`config.mk`:
```
export PLATFORM = sky130hd
export DESIGN_NAME = ex_mem_latch
export DESIGN_NICKNAME = d
export VERILOG_FILES = /design/src/rtl/cpu_types_pkg.sv /design/src/rtl/ex_mem_latch.sv
export SDC_FILE = /design/constraint.sdc
export NUM_CORES = 1
export LEC_CHECK = 0
export CAP_MARGIN = 10
export CORE_AREA = 2 2 148 150
export DETAILED_ROUTE_END_ITERATION = 10
export DIE_AREA = 0 0 150 152
export PLACE_DENSITY = 0.79
export SLEW_MARGIN = 20
export SYNTH_ARGS = -nofsm -noshare
export SYNTH_HDL_FRONTEND = slang
export SYNTH_SLANG_ARGS = --single-unit
```
`constraint.sdc`:
```
create_clock -name CLK -period 1.5 [get_ports CLK]
set_input_delay 0.225 -clock CLK [delete_from_list [all_inputs] [get_ports CLK]]
set_output_delay 0.225 -clock CLK [all_outputs]
set_load 0.01 [all_outputs]
```
`src/rtl/cpu_types_pkg.sv`:
```
// Shared CPU types: word/register widths, writeback source encodings and
// the EX/MEM latch state enum.
package cpu_types_pkg;

  localparam int WORD_W = 32;
  localparam int REG_W  = 5;

  typedef logic [WORD_W-1:0] word_t;
  typedef logic [REG_W-1:0]  regbits_t;

  localparam logic [1:0] MEMTOREG_ALU = 2'd0;
  localparam logic [1:0] MEMTOREG_MEM = 2'd1;
  localparam logic [1:0] MEMTOREG_LUI = 2'd2;
  localparam logic [1:0] MEMTOREG_NPC = 2'd3;

  typedef enum logic [1:0] {
    IDLE   = 2'd0,
    REQ    = 2'd1,
    HALTED = 2'd2
  } exmem_state_t;

endpackage

```
`src/rtl/ex_mem_latch.sv`:
```
// EX/MEM pipeline register: latches execute results, issues the data-cache
// request and holds it until dhit, and provides flush bubbles and sticky halt.
module ex_mem_latch
  import cpu_types_pkg::*;
(
  input  logic         CLK,
  input  logic         nRST,
  input  logic         stall,
  input  logic         flush,
  input  logic         regwrite_in,
  input  logic [1:0]   memtoreg_in,
  input  logic         dmemREN_in,
  input  logic         dmemWEN_in,
  input  logic         halt_in,
  input  regbits_t     wsel_in,
  input  word_t        NPC_in,
  input  word_t        aluout_in,
  input  word_t        rdat_two_in,
  input  word_t        uppersixteen_in,
  input  logic         dhit,
  input  word_t        dmemload,
  output logic         regwrite_out,
  output logic [1:0]   memtoreg_out,
  output regbits_t     wsel_out,
  output word_t        NPC_out,
  output word_t        aluout_out,
  output word_t        uppersixteen_out,
  output logic         halt_out,
  output logic         dmemREN,
  output logic         dmemWEN,
  output word_t        dmemaddr,
  output word_t        dmemstore,
  output word_t        dmemload_out,
  output logic         mem_busy,
  output exmem_state_t state_dbg
);

  exmem_state_t state, next_state;
  logic         ren_r, wen_r;
  logic         cap;

  // Handshake: the request is valid while state==REQ; dhit is the ready.
  // mem_busy is combinational so a dhit releases the upstream stall in the
  // same cycle and the next instruction can be captured on that edge.
  assign mem_busy  = (state == REQ) & ~dhit;
  assign cap       = ~stall & ~mem_busy & (state != HALTED);
  assign dmemREN   = (state == REQ) & ren_r;
  assign dmemWEN   = (state == REQ) & wen_r;
  assign dmemaddr  = aluout_out;
  assign state_dbg = state;

  always_comb begin
    next_state = state;
    if (cap) begin
      if (flush)                          next_state = IDLE;
      else if (halt_in)                   next_state = HALTED;
      else if (dmemREN_in | dmemWEN_in)   next_state = REQ;
      else                                next_state = IDLE;
    end else if ((state == REQ) && dhit) begin
      // completed under stall: drop the request, hold everything else
      next_state = IDLE;
    end
  end

  always_ff @(posedge CLK or negedge nRST) begin
    if (!nRST) begin
      state            <= IDLE;
      regwrite_out     <= 1'b0;
      memtoreg_out     <= 2'b00;
      wsel_out         <= '0;
      NPC_out          <= '0;
      aluout_out       <= '0;
      uppersixteen_out <= '0;
      halt_out         <= 1'b0;
      dmemstore        <= '0;
      dmemload_out     <= '0;
      ren_r            <= 1'b0;
      wen_r            <= 1'b0;
    end else begin
      state <= next_state;
      if ((state == REQ) && dhit) begin
        if (ren_r) dmemload_out <= dmemload;
        ren_r <= 1'b0;
        wen_r <= 1'b0;
      end
      // a capture in the same cycle overrides the cleared request bits
      if (cap) begin
        if (flush) begin
          regwrite_out     <= 1'b0;
          memtoreg_out     <= 2'b00;
          wsel_out         <= '0;
          NPC_out          <= '0;
          aluout_out       <= '0;
          uppersixteen_out <= '0;
          halt_out         <= 1'b0;
          dmemstore        <= '0;
          ren_r            <= 1'b0;
          wen_r            <= 1'b0;
        end else begin
          regwrite_out     <= regwrite_in;
          memtoreg_out     <= memtoreg_in;
          wsel_out         <= wsel_in;
          NPC_out          <= NPC_in;
          aluout_out       <= aluout_in;
          uppersixteen_out <= uppersixteen_in;
          halt_out         <= halt_in;
          dmemstore        <= rdat_two_in;
          ren_r            <= dmemREN_in;
          wen_r            <= dmemWEN_in;
        end
      end
    end
  end

endmodule
```
# After elaboration in Yosys (flattened, before gate mapping)
# Cells that the tools add are included.
# Widths: inputs -> output; s select.
# totals
register_bits	173
latch_bits	0
ramBits	0
mem_bits_ro	0
inputBits	176
output_inout_bits	206
word_cells	44
mem_count	0
# op_classes
addsub	0
multipliers	0
div	0
order_cmp	0
eq_ne	2
shift	0
n_mux	18
n_bitwise	9
reduce_logical	3
# ops
op	count
$mux 32	4
$mux 2	5
$mux 1	8
$and 1x1->1	5
$mux 5	1
$not 1->1	3
$eq 2x1->1 const B	1
$ne 2x2->1 const B	1
$reduce_and 2->1	1
$reduce_bool 2->1	1
$logic_and 1x1->1	1
$or 1x1->1	1

# Depth between registers and ports, before layout
# depth
ltp_word	6
depth_mapped	5
ltp_nobuf	3

# Worst setup path before layout
# No wires, ideal clock.
# synth_path
kind	register -> register
start	register state[0], in the netlist state_dbg[0]
end	register NPC_out[0]
setup_ns	0.127
t_arrival_ns	1.508
required_time_ns	1.373
slack_ns	-0.136
path_stages_with_launch	6
n_path_buf	2
period_less_slack_ns	1.636
path_cell_list	dfrtp_1 -> nor3b_4 -> nor3_4 -> buf_6 -> buf_6 -> mux2_1
# synth_via
elab_chain_len	5
word_cells_on_any_way	6
cone_classes	eq/ne (2); bitwise (4)
# synth_lines
element	line_no	rtl
start, declared	ex_mem_latch.sv:38	exmem_state_t state, next_state;
start signal, assigned	ex_mem_latch.sv:80	state <= next_state;
$eq 2x1->1	ex_mem_latch.sv:45	assign mem_busy = (state == REQ) & ~dhit;
$and 1x1->1	ex_mem_latch.sv:45	
named net mem_busy	ex_mem_latch.sv:34	output logic mem_busy,
$not 1->1	ex_mem_latch.sv:46	assign cap = ~stall & ~mem_busy & (state != HALTED);
$and 1x1->1 (2 in series)	ex_mem_latch.sv:46	
end signal, assigned	ex_mem_latch.sv:103	NPC_out <= NPC_in;
end, declared	ex_mem_latch.sv:25	output word_t NPC_out,
# The timed path passes the listed nets, and every way through them passes these cells.
# A chain may end at the register's enable or synchronous reset.

# Worst setup path after layout
# layout_path
start	register state[1], in the netlist state_dbg[1]
end	register uppersixteen_out[20]
# layout_via
elab_chain_len	5
word_cells_on_any_way	6
cone_classes	eq/ne (2); bitwise (4)
# layout_lines
element	line_no	rtl
$eq 2x1->1	ex_mem_latch.sv:45	
$and 1x1->1	ex_mem_latch.sv:45	
$not 1->1	ex_mem_latch.sv:46	
$and 1x1->1	ex_mem_latch.sv:46	
$and 1x1->1 *	ex_mem_latch.sv:46	
end signal, assigned	ex_mem_latch.sv:105	uppersixteen_out <= uppersixteen_in;
end, declared	ex_mem_latch.sv:27	output word_t uppersixteen_out,
# Every way passes the cells marked *; elsewhere a longest branch is shown, timed or not.

==> key figures <==
STA
  • Slew headroom: 67.8%
  • Setup TNS Final: -24.50 ns
  • Tightest Pin Transition: 0.483 ns
  • Setup violations, final: 174
  • Fin crit share: 112%
  • Final hold viol count: 0
  • Tmin final: 1.68 ns
  • Hold_ws: 0.318 ns
  • Max Freq: 0.594 GHz
  • Post-Route Skew: 0.00861 ns
  • Final setup margin: -0.184 ns
  • Unrepaired setup endpoints after global routing: yes
  • Slew Limit Fails: 0

Run status
  • Violated checks: negative setup slack
  • Status: finished with violations

Worst setup path
  • Critical Path RT: 1.80 ns
  • CP Max Fanout: 7
  • WS Path Type: flop to flop
  • Startpoint types: flop
  • Crit path arrival time: 1.98 ns
  • CP endpoint kind: flop

Place
  • Global placer's final weighted congestion: 0.759
  • Dpl ws: -0.479 ns
  • Post-Place Cells: 1197
  • DP HPWL: 16500 um
  • IO Port Bufs: 381

Final layout
  • Post-Layout Cell Count: 1262
  • Nets: 1143
  • Syn-to-layout area delta: 72.1%
  • Layout cell share with drive strength beyond 1: 27.0%

Floorplanning
  • Die height: 152 um
  • Core area: 0.0214 mm2
  • # IOs: 382
  • Initial Util: 36.1%
  • Die W: 150 um
  • Rows: 54
  • Die footprint: 0.0228 mm2

Clock tree
  • CTS HTree Levels: 4
  • Clk pin slew, worst setup/hold paths: 0.07 ns
  • Worst-Skew Late Latency: 0.42 ns
  • Root buf cell: clkbuf_16
  • Num CTS Buffers: 17
  • TritonCTS clock tree: yes
  • Clock buffer depth: 2
  • CTS Sinks: 173

Worst hold path
  • HP Class: primary input to asynchronous set/reset pin

Logic synthesis
  • Yosys warns: 0
  • Post-synth EDFFs: 0
  • Mapped cell area: 0.00771 mm2
  • Synthesized netlist cell count: 567
  • Post-synthesis async set-or-reset flop share: 100%
  • Syn avg cell area: 13.6 um2
  • Syn_nets: 743
  • Register area share after synthesis: 56.2%
  • Synth Register Bits: 173
  • Unique masters post-synth: 22
  • Ys flop type: dfrtp_1

Routing
  • Total Wirelength: 24800 um
  • Final ANT Viol Nets: 0
  • Wire length per cell: 19.7 um
  • Vias/cell: 4.70
  • Iteration-0 DRC Markers: 149
  • Drt pass-1 iters: 4
  • DRC: 0
  • DR vias: 5931

Global route
  • Total track usage: 19.2%
  • Total congestion overflow: 0
  • Global-route wire length before repair: 34000 um
  • Vias in the first global route: 6099
  • Pin count of the biggest net entering global routing: 43
  • Initial antenna violation count: 2

Power
  • Lkg Pwr: 6.65 nW
  • Total power: 0.0169 W
  • PD cells: 1270 mW/mm2
  • VDD IR-drop max: 0.883 mV

Job
  • Number of max-cap violations: 0
final timing paths:
check | end | slack [ns] | startpoint | depth (start not counted)
worst max-delay path | uppersixteen_out[20] | -0.18 | state_dbg[1] | 6
worst min-delay path | aluout_out[30] | 0.32 | nRST | 2
worst max register to register | uppersixteen_out[20] | -0.18 | state_dbg[1] | 6
worst min register to register | uppersixteen_out[17] | 0.49 | uppersixteen_out[17] | 1
max in group asynchronous | uppersixteen_out[2] | 0.67 | nRST | 3
min in group CLK | uppersixteen_out[2] | 0.33 | flush | 3
cell usage after synthesis, types with 2 or more instances:
cell	count	area, um2
dfrtp_1	173	4330
clkbuf_1	15	56.3
mux2_1	97	1090
buf_6	11	124
buf_2	7	35.0
inv_1	2	7.51
mux2_2	72	811
mux2i_1	3	30.0
nand2b_1	2	12.5
nor2b_1	139	870
and2_1	2	12.5
buf_4	32	240
nand2_1	3	11.3
what timing repair did:
| action | in CTS | in global routing |
|---|---|---|
| endpoints found under the setup margin | 375 | 178 |
| pin swaps | 1 | 1 |
| hold buffers | 1 | 0 |
| gates cloned | 1 | 18 |
| buffers inserted | 3 | 8 |
| gates resized for setup | 234 | 138 |
| hold endpoints to repair | 25 | 0 |
metal layers:
metal  routed length (um)  GRT usage (%)  vias to the layer above  share of wire, %
li1                     -              -                     2653                 -
met1                 9350           20.9                     2982                38
met2                12700           33.9                      269                51
met3                 2280           7.39                       27               9.2
met4                  474           6.51                        0               1.9
met5                    0              0                        -                 0
area by class of cell:
class / instances / area [um2]
Inverter: 2 / 7.51
Sequential cell: 173 / 4330
Tap cell: 280 / 350
Fill cell: 1725 / 8080
Timing Repair Buffer: 446 / 4630
Antenna cell: 2 / 5.00
Multi-Input combinational cell: 327 / 3410
Clock buffer: 19 / 433
Clock inverter: 13 / 108
kinds of logic (layout without fill, tap and decap cells):
group           Yosys count  after routing  synth area share [%]
other cells               0              2                     0
flops                   173            173                  56.2
mux                     172            172                  25.1
simple gates            151            151                  12.4
buf+inv                  67            480                  6.01
compound gates            4              4                 0.341
state kept, by name, summed over array words and instances (netlist names):
name and cells:
ren_r 1, halt_out 1, wsel_out 5, aluout_out 32, NPC_out 32, memtoreg_out 2, regwrite_out 1, dmemstore 32
wen_r 1, state_dbg 2, uppersixteen_out 32, dmemload_out 32
where the power goes:
part           internal, W  switching (W)  leakage (nW)
registers          0.00582       0.000641          2.23
clock network      0.00216        0.00202         0.253
logic              0.00374        0.00250          4.17
cells in the final DEF, fill, tap and decap left out, drive strengths merged:
cell type / n
dlygate4sd2: 200
clkdlybuf4s50: 173
dfrtp: 173
mux2: 169
nor2b: 139
buf: 55
clkbuf: 33
inv: 8
clkinvlp: 4
nand2: 3
mux2i: 3
clkinv: 3
clkdlybuf4s15: 3
diode: 2
nand2b: 2
and2: 2
nor3b: 1
nor3: 1
nand3: 1
nand3b: 1
nor2: 1
o21ai: 1
a21oi: 1
a21boi: 1
o22a: 1
dlygate4sd3: 1
worst max-delay path, cell delays in order, from the launching register on:
cell and delay [ns]:
dfrtp_2 0.44, nor2b_4 0.14, nor3_4 0.16, buf_6 0.18, clkbuf_16 0.19, clkbuf_16 0.16
mux2_4 0.29
through the flow:
| stage | cell area [um2] | utilization, % |
|---|---|---|
| 2_1_floorplan | 7720 | - |
| 3_3_place_gp | 11900 | 55.7 |
| 3_5_place_dp | 11900 | 55.7 |
| 4_1_cts | 12300 | 57.6 |
| 5_1_grt | 13300 | 62.1 |
| 6_report | 13300 | 62.1 |
(Power assumes the default switching activity.)
